$ cat config.mk
export PLATFORM = sky130hd
export DESIGN_NAME = pll_ctrl
export DESIGN_NICKNAME = d
export VERILOG_FILES = /design/src/rtl/pll_ctrl_pkg.sv /design/src/rtl/pll_ctrl_sync_2ff.sv /design/src/rtl/pll_ctrl.sv
export SDC_FILE = /design/constraint.sdc
export NUM_CORES = 1
export LEC_CHECK = 0
export CAP_MARGIN = 20
export CORE_AREA = 4 4 62 70
export CTS_BUF_LIST = sky130_fd_sc_hd__clkbuf_4 sky130_fd_sc_hd__clkbuf_8 sky130_fd_sc_hd__clkbuf_16
export DETAILED_ROUTE_END_ITERATION = 8
export DIE_AREA = 0 0 66 74
export PLACE_DENSITY = 0.74
export SETUP_SLACK_MARGIN = 0.2
export SYNTH_ARGS = -nofsm -noshare
export SYNTH_HDL_FRONTEND = slang
export SYNTH_SLANG_ARGS = --single-unit
$ cat constraint.sdc
create_clock -name clk -period 5.6 [get_ports clk]
set_clock_uncertainty 0.15 [all_clocks]
set_input_delay 0.84 -clock clk [delete_from_list [all_inputs] [get_ports clk]]
set_output_delay 0.84 -clock clk [all_outputs]
set_load 0.03 [all_outputs]
$ cat src/rtl/pll_ctrl_pkg.sv
`default_nettype none
// ============================================================================
// Module   : pll_ctrl_pkg
// Brief    : State encoding, state enum and elaboration helpers for pll_ctrl.
// Revision : 1.0
// ============================================================================
package pll_ctrl_pkg;

    localparam logic [2:0] c_st_reset_hold = 3'd0;
    localparam logic [2:0] c_st_wait_lock  = 3'd1;
    localparam logic [2:0] c_st_stable     = 3'd2;
    localparam logic [2:0] c_st_run        = 3'd3;
    localparam logic [2:0] c_st_delay_upd  = 3'd4;
    localparam logic [2:0] c_st_fault      = 3'd5;

    typedef enum logic [2:0] {
        RESET_HOLD = c_st_reset_hold,
        WAIT_LOCK  = c_st_wait_lock,
        STABLE     = c_st_stable,
        RUN        = c_st_run,
        DELAY_UPD  = c_st_delay_upd,
        FAULT      = c_st_fault
    } pll_state_t;

    function automatic int clog2(input int value);
        int width;
        width = 0;
        while ((1 << width) < value) width++;
        return width;
    endfunction

    function automatic int max2(input int a, input int b);
        return (a > b) ? a : b;
    endfunction

endpackage
`default_nettype wire

$ cat src/rtl/pll_ctrl_sync_2ff.sv
`default_nettype none
// ============================================================================
// Module   : sync_2ff
// Brief    : Two-flop single-bit synchronizer, cleared by synchronous reset.
// Revision : 1.0
// ============================================================================
module sync_2ff (
    input  logic clk,
    input  logic rst,
    input  logic i_d,
    output logic o_q
);
    logic r_meta;
    logic r_sync;

    always_ff @(posedge clk) begin
        if (rst) begin
            r_meta <= 1'b0;
            r_sync <= 1'b0;
        end else begin
            r_meta <= i_d;
            r_sync <= r_meta;
        end
    end

    assign o_q = r_sync;

endmodule
`default_nettype wire

$ cat src/rtl/pll_ctrl.sv
`default_nettype none
// ============================================================================
// Module   : pll_ctrl
// Brief    : iCE40 PLL bring-up, lock qualification and dynamic-delay control.
//            Define PLL_CTRL_AUTORESTART_EN to re-run bring-up on lock loss
//            instead of latching FAULT.
// Revision : 1.0
// ============================================================================
module pll_ctrl
    import pll_ctrl_pkg::*;
#(
    parameter int RST_CYCLES    = 16,
    parameter int LOCK_TIMEOUT  = 4096,
    parameter int STABLE_CYCLES = 64,
    parameter int DELAY_SETTLE  = 8,
    parameter int MAX_RETRIES   = 3
) (
    input  logic       clk,
    input  logic       rst,
    input  logic       pll_lock,
    output logic       pll_resetb,
    output logic       pll_bypass,
    output logic [7:0] pll_dynamicdelay,
    input  logic       delay_req,
    input  logic [7:0] delay_val,
    output logic       delay_ack,
    output logic       sys_rst,
    output logic       ready,
    output logic       fault,
    output logic [1:0] retries,
    output logic [2:0] state
);
    localparam int c_cnt_max = max2(max2(LOCK_TIMEOUT, STABLE_CYCLES),
                                    max2(RST_CYCLES, DELAY_SETTLE));
    localparam int c_cnt_w   = (clog2(c_cnt_max) < 1) ? 1 : clog2(c_cnt_max);

    localparam logic [c_cnt_w-1:0] c_rst_last    = c_cnt_w'(RST_CYCLES - 1);
    localparam logic [c_cnt_w-1:0] c_tmo_last    = c_cnt_w'(LOCK_TIMEOUT - 1);
    localparam logic [c_cnt_w-1:0] c_stable_last = c_cnt_w'(STABLE_CYCLES - 1);
    localparam logic [c_cnt_w-1:0] c_settle_last = c_cnt_w'(DELAY_SETTLE - 1);
    localparam logic [1:0]         c_max_retries = 2'(MAX_RETRIES);

`ifdef PLL_CTRL_AUTORESTART_EN
    localparam pll_state_t c_loss_state = RESET_HOLD;
`else
    localparam pll_state_t c_loss_state = FAULT;
`endif

    pll_state_t         r_state,   w_state_nxt;
    logic [c_cnt_w-1:0] r_cnt,     w_cnt_nxt,  w_cnt_inc;
    logic [1:0]         r_retries, w_retries_nxt;
    logic [7:0]         r_dly,     w_dly_nxt;
    logic               r_resetb,  w_resetb_nxt;
    logic               r_ack,     w_ack_nxt;
    logic               r_sysrst,  w_sysrst_nxt;
    logic               r_ready,   w_ready_nxt;
    logic               r_fault,   w_fault_nxt;
    logic               w_lock;

    sync_2ff u_lock_sync (
        .clk (clk),
        .rst (rst),
        .i_d (pll_lock),
        .o_q (w_lock)
    );

    assign w_cnt_inc = (r_cnt == '1) ? r_cnt : r_cnt + 1'b1;

    always_ff @(posedge clk) begin
        if (rst) begin
            r_state   <= RESET_HOLD;
            r_cnt     <= '0;
            r_retries <= '0;
            r_dly     <= '0;
            r_resetb  <= 1'b0;
            r_ack     <= 1'b0;
            r_sysrst  <= 1'b1;
            r_ready   <= 1'b0;
            r_fault   <= 1'b0;
        end else begin
            r_state   <= w_state_nxt;
            r_cnt     <= w_cnt_nxt;
            r_retries <= w_retries_nxt;
            r_dly     <= w_dly_nxt;
            r_resetb  <= w_resetb_nxt;
            r_ack     <= w_ack_nxt;
            r_sysrst  <= w_sysrst_nxt;
            r_ready   <= w_ready_nxt;
            r_fault   <= w_fault_nxt;
        end
    end

    always_comb begin
        w_state_nxt   = r_state;
        w_cnt_nxt     = w_cnt_inc;
        w_retries_nxt = r_retries;
        case (r_state)
            RESET_HOLD: begin
                if (r_cnt == c_rst_last) begin
                    w_state_nxt = WAIT_LOCK;
                    w_cnt_nxt   = '0;
                end
            end
            WAIT_LOCK: begin
                if (w_lock) begin
                    w_state_nxt = STABLE;
                    w_cnt_nxt   = '0;
                end else if (r_cnt == c_tmo_last) begin
                    w_retries_nxt = r_retries + 2'd1;
                    w_state_nxt   = (w_retries_nxt == c_max_retries) ? FAULT : RESET_HOLD;
                    w_cnt_nxt     = '0;
                end
            end
            STABLE: begin
                if (!w_lock) begin
                    w_state_nxt = WAIT_LOCK;
                    w_cnt_nxt   = '0;
                end else if (r_cnt == c_stable_last) begin
                    w_state_nxt   = RUN;
                    w_cnt_nxt     = '0;
                    w_retries_nxt = '0;
                end
            end
            RUN: begin
                w_cnt_nxt = '0;
                // A request still high during its own ack cycle is the old one.
                if (!w_lock) begin
                    w_state_nxt = c_loss_state;
                end else if (delay_req && !r_ack) begin
                    w_state_nxt = DELAY_UPD;
                end
            end
            DELAY_UPD: begin
                if (!w_lock) begin
                    w_state_nxt = c_loss_state;
                    w_cnt_nxt   = '0;
                end else if (r_cnt == c_settle_last) begin
                    w_state_nxt = RUN;
                    w_cnt_nxt   = '0;
                end
            end
            FAULT: begin
                w_cnt_nxt = '0;
            end
            default: begin
                w_state_nxt = RESET_HOLD;
                w_cnt_nxt   = '0;
            end
        endcase
    end

    // Outputs are decoded from the next state so they change on the same
    // edge as the state register.
    always_comb begin
        w_resetb_nxt = !((w_state_nxt == RESET_HOLD) || (w_state_nxt == FAULT));
        w_sysrst_nxt = !((w_state_nxt == RUN) || (w_state_nxt == DELAY_UPD));
        w_ready_nxt  = (w_state_nxt == RUN);
        w_fault_nxt  = (w_state_nxt == FAULT);
        w_ack_nxt    = (r_state == DELAY_UPD) && (w_state_nxt == RUN);
        w_dly_nxt    = ((r_state == RUN) && (w_state_nxt == DELAY_UPD)) ? delay_val : r_dly;
    end

    assign pll_resetb       = r_resetb;
    assign pll_bypass       = 1'b0;
    assign pll_dynamicdelay = r_dly;
    assign delay_ack        = r_ack;
    assign sys_rst          = r_sysrst;
    assign ready            = r_ready;
    assign fault            = r_fault;
    assign retries          = r_retries;
    assign state            = r_state;

endmodule
`default_nettype wire

Yosys cells after proc, flatten, opt, wreduce, memory -nomap -nowiden
Index checks and enable logic that the tools add are counted.
{"block": "op_classes", "n_addsub": 2, "eq_ne": 17, "muxes": 25, "n_reduce_logical": 12}
{"operator": "12-bit two-way mux", "count": 8}
{"operator": "12-bit one-hot mux with 4 select lines", "count": 1}
{"operator": "3-bit two-way mux", "count": 10}
{"operator": "3-bit one-hot mux with 6 select lines", "count": 1}
{"operator": "12-bit by 1-bit adder with 12-bit output (second input constant)", "count": 1}
{"operator": "12-bit equality test (second input constant)", "count": 1}
{"operator": "12-bit by 3-bit equality test with 1-bit output (second input constant)", "count": 1}
{"operator": "12-bit by 4-bit equality test with 1-bit output (second input constant)", "count": 1}
{"operator": "12-bit by 6-bit equality test with 1-bit output (second input constant)", "count": 1}
{"operator": "3-bit equality test (second input constant)", "count": 4}
{"operator": "3-bit by 2-bit equality test with 1-bit output (second input constant)", "count": 3}
{"operator": "2-bit two-way mux", "count": 4}
{"operator": "3-bit logical NOT", "count": 2}
{"operator": "2-bit != test (second input constant)", "count": 3}
{"operator": "5-bit AND reduction", "count": 1}
{"operator": "2-bit one-hot mux with 2 select lines", "count": 1}
{"operator": "3-bit by 1-bit equality test with 1-bit output (second input constant)", "count": 1}
{"operator": "1-bit logical AND", "count": 3}
{"operator": "1-bit logical NOT", "count": 3}
{"operator": "2-bit by 1-bit adder with 2-bit output (second input constant)", "count": 1}
{"operator": "2-bit equality test (second input constant)", "count": 1}
{"operator": "1-bit logical OR", "count": 2}
{"operator": "2-bit by 1-bit != test with 1-bit output (second input constant)", "count": 1}
{"operator": "2-bit nonzero test", "count": 1}
{"block": "word_totals", "regBits": 32, "input_bits": 12, "out_inout_bits": 19, "word_cells": 67}

Longest topological paths before layout
{"block": "logic_depth", "depth_word": 9, "ltp_mapped": 8, "ltp_nobuf": 7}

Modules after synthesis
A second synthesis with hierarchy kept.
{"block": "unflattened", "cells_unflattened": 181, "area_unflattened_um2": 1640.3}
{"mod": "pll_ctrl", "instances": 1, "cells_each": 177, "area_per_inst_um2": 1587.8, "seq_area_each_um2": 600.6}
{"mod": "sync_2ff", "instances": 1, "cells_each": 4, "area_per_inst_um2": 52.6, "seq_area_each_um2": 40.0}

Worst setup path before layout
No wires, ideal clock.
{"block": "synth_timing", "kind": "register to register", "from": "register r_retries[0] (netlist: retries[0])", "to": "register r_sysrst (netlist: sys_rst)", "setup_ns": 0.120, "t_arrival_ns": 1.818, "t_required_ns": 5.330, "slack_ns": 3.513, "path_stages_with_launch": 9, "path_buffers": 1, "synth_period_minus_slack_ns": 2.087, "cell_sequence": "dfxtp_1 inv_1 ha_1 nand3b_1 nor4_2 o22ai_1 buf_6 o21a_1 a211o_1"}
{"block": "synth_via", "elab_chain_len": 9, "word_cells_on_any_way": 10, "cone_classes": "add/sub: 1; eq/ne: 3; mux: 4; reduce/logical: 2"}
{"item": "start, declared", "line_no": "pll_ctrl.sv:51", "rtl": "logic [1:0] r_retries, w_retries_nxt;"}
{"item": "start signal, assigned", "line_no": "pll_ctrl.sv:83", "rtl": "r_retries <= w_retries_nxt;"}
{"item": "2-bit by 1-bit adder with 2-bit output *", "line_no": "pll_ctrl.sv:109", "rtl": "w_retries_nxt = r_retries + 2'd1;"}
{"item": "2-bit equality test *", "line_no": "pll_ctrl.sv:110", "rtl": "w_state_nxt = (w_retries_nxt == c_max_retries) ? FAULT : RESET_HOLD;"}
{"item": "3-bit two-way mux *", "line_no": "pll_ctrl.sv:110"}
{"item": "3-bit two-way mux *", "line_no": "pll_ctrl.sv:108", "rtl": "end else if (r_cnt == c_tmo_last) begin"}
{"item": "3-bit two-way mux *", "line_no": "pll_ctrl.sv:105", "rtl": "if (w_lock) begin"}
{"item": "3-bit one-hot mux with 6 select lines *", "line_no": "pll_ctrl.sv:97", "rtl": "case (r_state)"}
{"item": "3-bit by 2-bit equality test with 1-bit output or 3-bit equality test (tied branches)", "line_no": "pll_ctrl.sv:156", "rtl": "w_sysrst_nxt = !((w_state_nxt == RUN) || (w_state_nxt == DELAY_UPD));"}
{"item": "1-bit logical OR *", "line_no": "pll_ctrl.sv:156"}
{"item": "1-bit logical NOT *", "line_no": "pll_ctrl.sv:156"}
{"item": "end signal, assigned", "line_no": "pll_ctrl.sv:87", "rtl": "r_sysrst <= w_sysrst_nxt;"}
{"item": "end, declared", "line_no": "pll_ctrl.sv:55", "rtl": "logic r_sysrst, w_sysrst_nxt;"}
Mark *: on every way between the ends. The rest lies on a longest branch, timed or not.
A chain may end at the register's enable or synchronous reset.

Worst setup path in the final report
{"block": "layout_timing", "from": "register r_state[0] (netlist: state[0])", "to": "output state[0]"}
{"item": "start, declared", "line_no": "pll_ctrl.sv:49", "rtl": "pll_state_t r_state, w_state_nxt;"}
{"item": "start signal, assigned", "line_no": "pll_ctrl.sv:81", "rtl": "r_state <= w_state_nxt;"}
{"item": "end, declared", "line_no": "pll_ctrl.sv:31", "rtl": "output logic [2:0] state"}
No word-level cell between the ends.

==> flow_summary.toml <==
[floorplanning]
core_mm2 = 0.003597
die_h_um = 74
fp.dieW_um = 66
num_rows = 23
ios = 31
die-area_mm2 = 0.004884
start_util_pct = 48.70

[sta]
finalCritPeriodShare_pct = 47.90
finalWorstPathRequiredPeriod_ps = 2682
slew_viol_final = 0
setup_viol_count_final = 0
fin_tns_setup_ps = 0
rsz0062_at_grt = "no"
fmax_mhz = 372.8
hold_viol = 0
worst_pin_slew_ps = 742.9
maxSlewHeadroom_pct = 50.32

[setup_path]
crit_fanout = 13
end_kind = "output port"
path_buf_inv = 1
crit_path_start = "state[0]"
crit_arrival_ps = 1690
critPathKind = "register to output port"
r2r_start = "state[0]"
critPathMaxStageDelay_ps = 780
slowest_stage = "clkdlybuf4s50_1"
path_cells = "clkdlybuf4s50_1"
cp_top_family = "buffers and inverters"
required_ps = 4610
cp-start-kind = "register"

[synth]
netlist_instances = 203
syn_area_mm2 = 0.001752
muxShareOfSynthArea_pct = 1.714
synthSimpleGateAreaFrac_pct = 31.57
syn_nets = 218
synthFlopType = "dfxtp_1"
synth_compound_area_share_pct = 21.64
synth_area_per_cell_um2 = 8.629
synth_top_family_by_area = "simple AND/OR/NAND/NOR gates"
async_flop_share_pct = 0
synth_fa_ha_area_share_pct = 2.143
synth_seq_area_share_pct = 36.57
yosys_warnings = 0
synth_edf_count = 0
synthXorXnorAreaFrac_pct = 2.000
synth.distinct_cells = 60
synth_seq_cells = 32

[grt]
track_usage_pct = 17.06
grt_max_degree = 23
grt_pass1_wl_um = 6541
antenna_found_initial = 0
grt_pass1_vias = 1457
overflow = 0

[clock_tree]
cts_setup_buffers = 0
cts.sinks = 32
holdBufCountCts = 0
htree_levels = 2
cts_buffers = 5
clkSlewWorstSetupHoldPaths_ps = 70
root_buffer = "clkbuf_8"
cts_tree = "built"
clockBufferDepth = 2
clk_latency_ps = 280
cts.repair.resized = 0

[final_layout]
final_cell_mix = "32 x dfxtp_1, 29 x clkdlybuf4s50_1, 24 x nor2_1"
drive_above_1_share_pct = 10.87
instances_no_fill = 280
n_antenna_cell = 0
mostFrequentLayoutCell = "dfxtp_1"
syn_to_final_growth_pct = 21.50
final_net_count = 245
fillers = 363

[worst_hold_path]
hp-start = "u_lock_sync.r_meta"
hold_class = "register to register"

[power]
power_leakage_nw = 0.7228
p_per_area_mw_per_mm2 = 198.7
ir_worst_vdd_uv = 145.8

[detailed_routing]
firstDrtPassIters = 4
vias = 1558
vias_per_cell = 5.564
drt-wirelength-per-cell_um = 13.75
drc = 0
wl_um = 3851
drt_iter0_markers = 96
final_antenna_net_count = 0

[placed_design]
hpwl_um = 2859
dp.cells = 273
gp_congestion = 0.8662
io_buffers = 29

[outcome]
status = "complete, no violations"

[job]
maxCapViolCount = 0
==> synth_stat cells, types with 4 or more instances <==
library cell,n,area (um^2)
nor3b_1,4,30.03
buf_4,4,30.03
nand3_1,12,60.06
nand2b_1,4,25.02
a21oi_1,15,75.07
inv_1,4,15.01
nor3_1,6,30.03
dfxtp_1,32,640.6
nor2_1,24,90.09
nand2_1,7,26.28
nor2b_1,4,25.02
o21ai_0,17,85.08
==> sequential cells by signal, indices dropped and copies added, names as in the netlist <==
name / flops
r_cnt: 12
pll_dynamicdelay: 8
state: 3
retries: 2
delay_ack: 1
fault: 1
pll_resetb: 1
ready: 1
sys_rst: 1
u_lock_sync.o_q: 1
u_lock_sync.r_meta: 1
==> path summary, 6_finish.rpt <==
kind / endpoint / slack (ps) / cells past startpoint
worst max-delay path: state[0] / 2920 / 1
worst min-delay path: u_lock_sync.o_q / 300 / 1
worst max register to register: pll_resetb / 3070 / 5
worst min register to register: u_lock_sync.o_q / 300 / 1
==> kinds of logic after synthesis <==
kind of cell,after synthesis
AOI/OAI and AO/OA,57
xor gates and xnor gates,4
adders and majority gates,3
buffers and inverters,13
DFF,32
muxes,3
other,1
and+or+nand+nor,90
==> where the power goes <==
group / internal [mW] / switching, mW
Clock: 0.0840 / 0.0833
Combinational: 0.0119 / 0.0102
Sequential: 0.230 / 0.00310
==> stage by stage <==
step           worst slack (ps)  cell area (um^2)  util, %  power (mW)  hold WS (ps)
2_1_floorplan              3513              1752        -      0.2503         263.8
3_3_place_gp               2674              2047    56.90      0.2602         271.6
3_5_place_dp               2672              2047    56.90      0.2607         280.3
4_1_cts                    2907              2128    59.17      0.4259         303.5
5_1_grt                    2736              2128    59.17      0.4404         332.3
6_report                   2918              2128    59.17      0.4229         298.1
==> routing by layer <==
| layer | wire [um] | GRT usage (%) | vias up |
|---|---|---|---|
| met5 | 0 | 0 | - |
| met4 | 21 | 6.321 | 0 |
| met3 | 165 | 4.230 | 4 |
| met2 | 1920 | 28.17 | 30 |
| met1 | 1744 | 21.67 | 725 |
| li1 | - | - | 799 |
==> area by class of cell <==
| class | instances | area, um^2 | area share (%) |
|---|---|---|---|
| Sequential cell | 32 | 640.6 | 30.10 |
| Timing Repair Buffer | 29 | 290.3 | 13.64 |
| Clock buffer | 5 | 68.82 | 3.233 |
| Clock inverter | 2 | 12.51 | 0.5879 |
| Multi-Input combinational cell | 158 | 1039 | 48.80 |
| Tap cell | 50 | 62.56 | 2.939 |
| Inverter | 4 | 15.01 | 0.7055 |
Power figures use the tool's default switching activity.
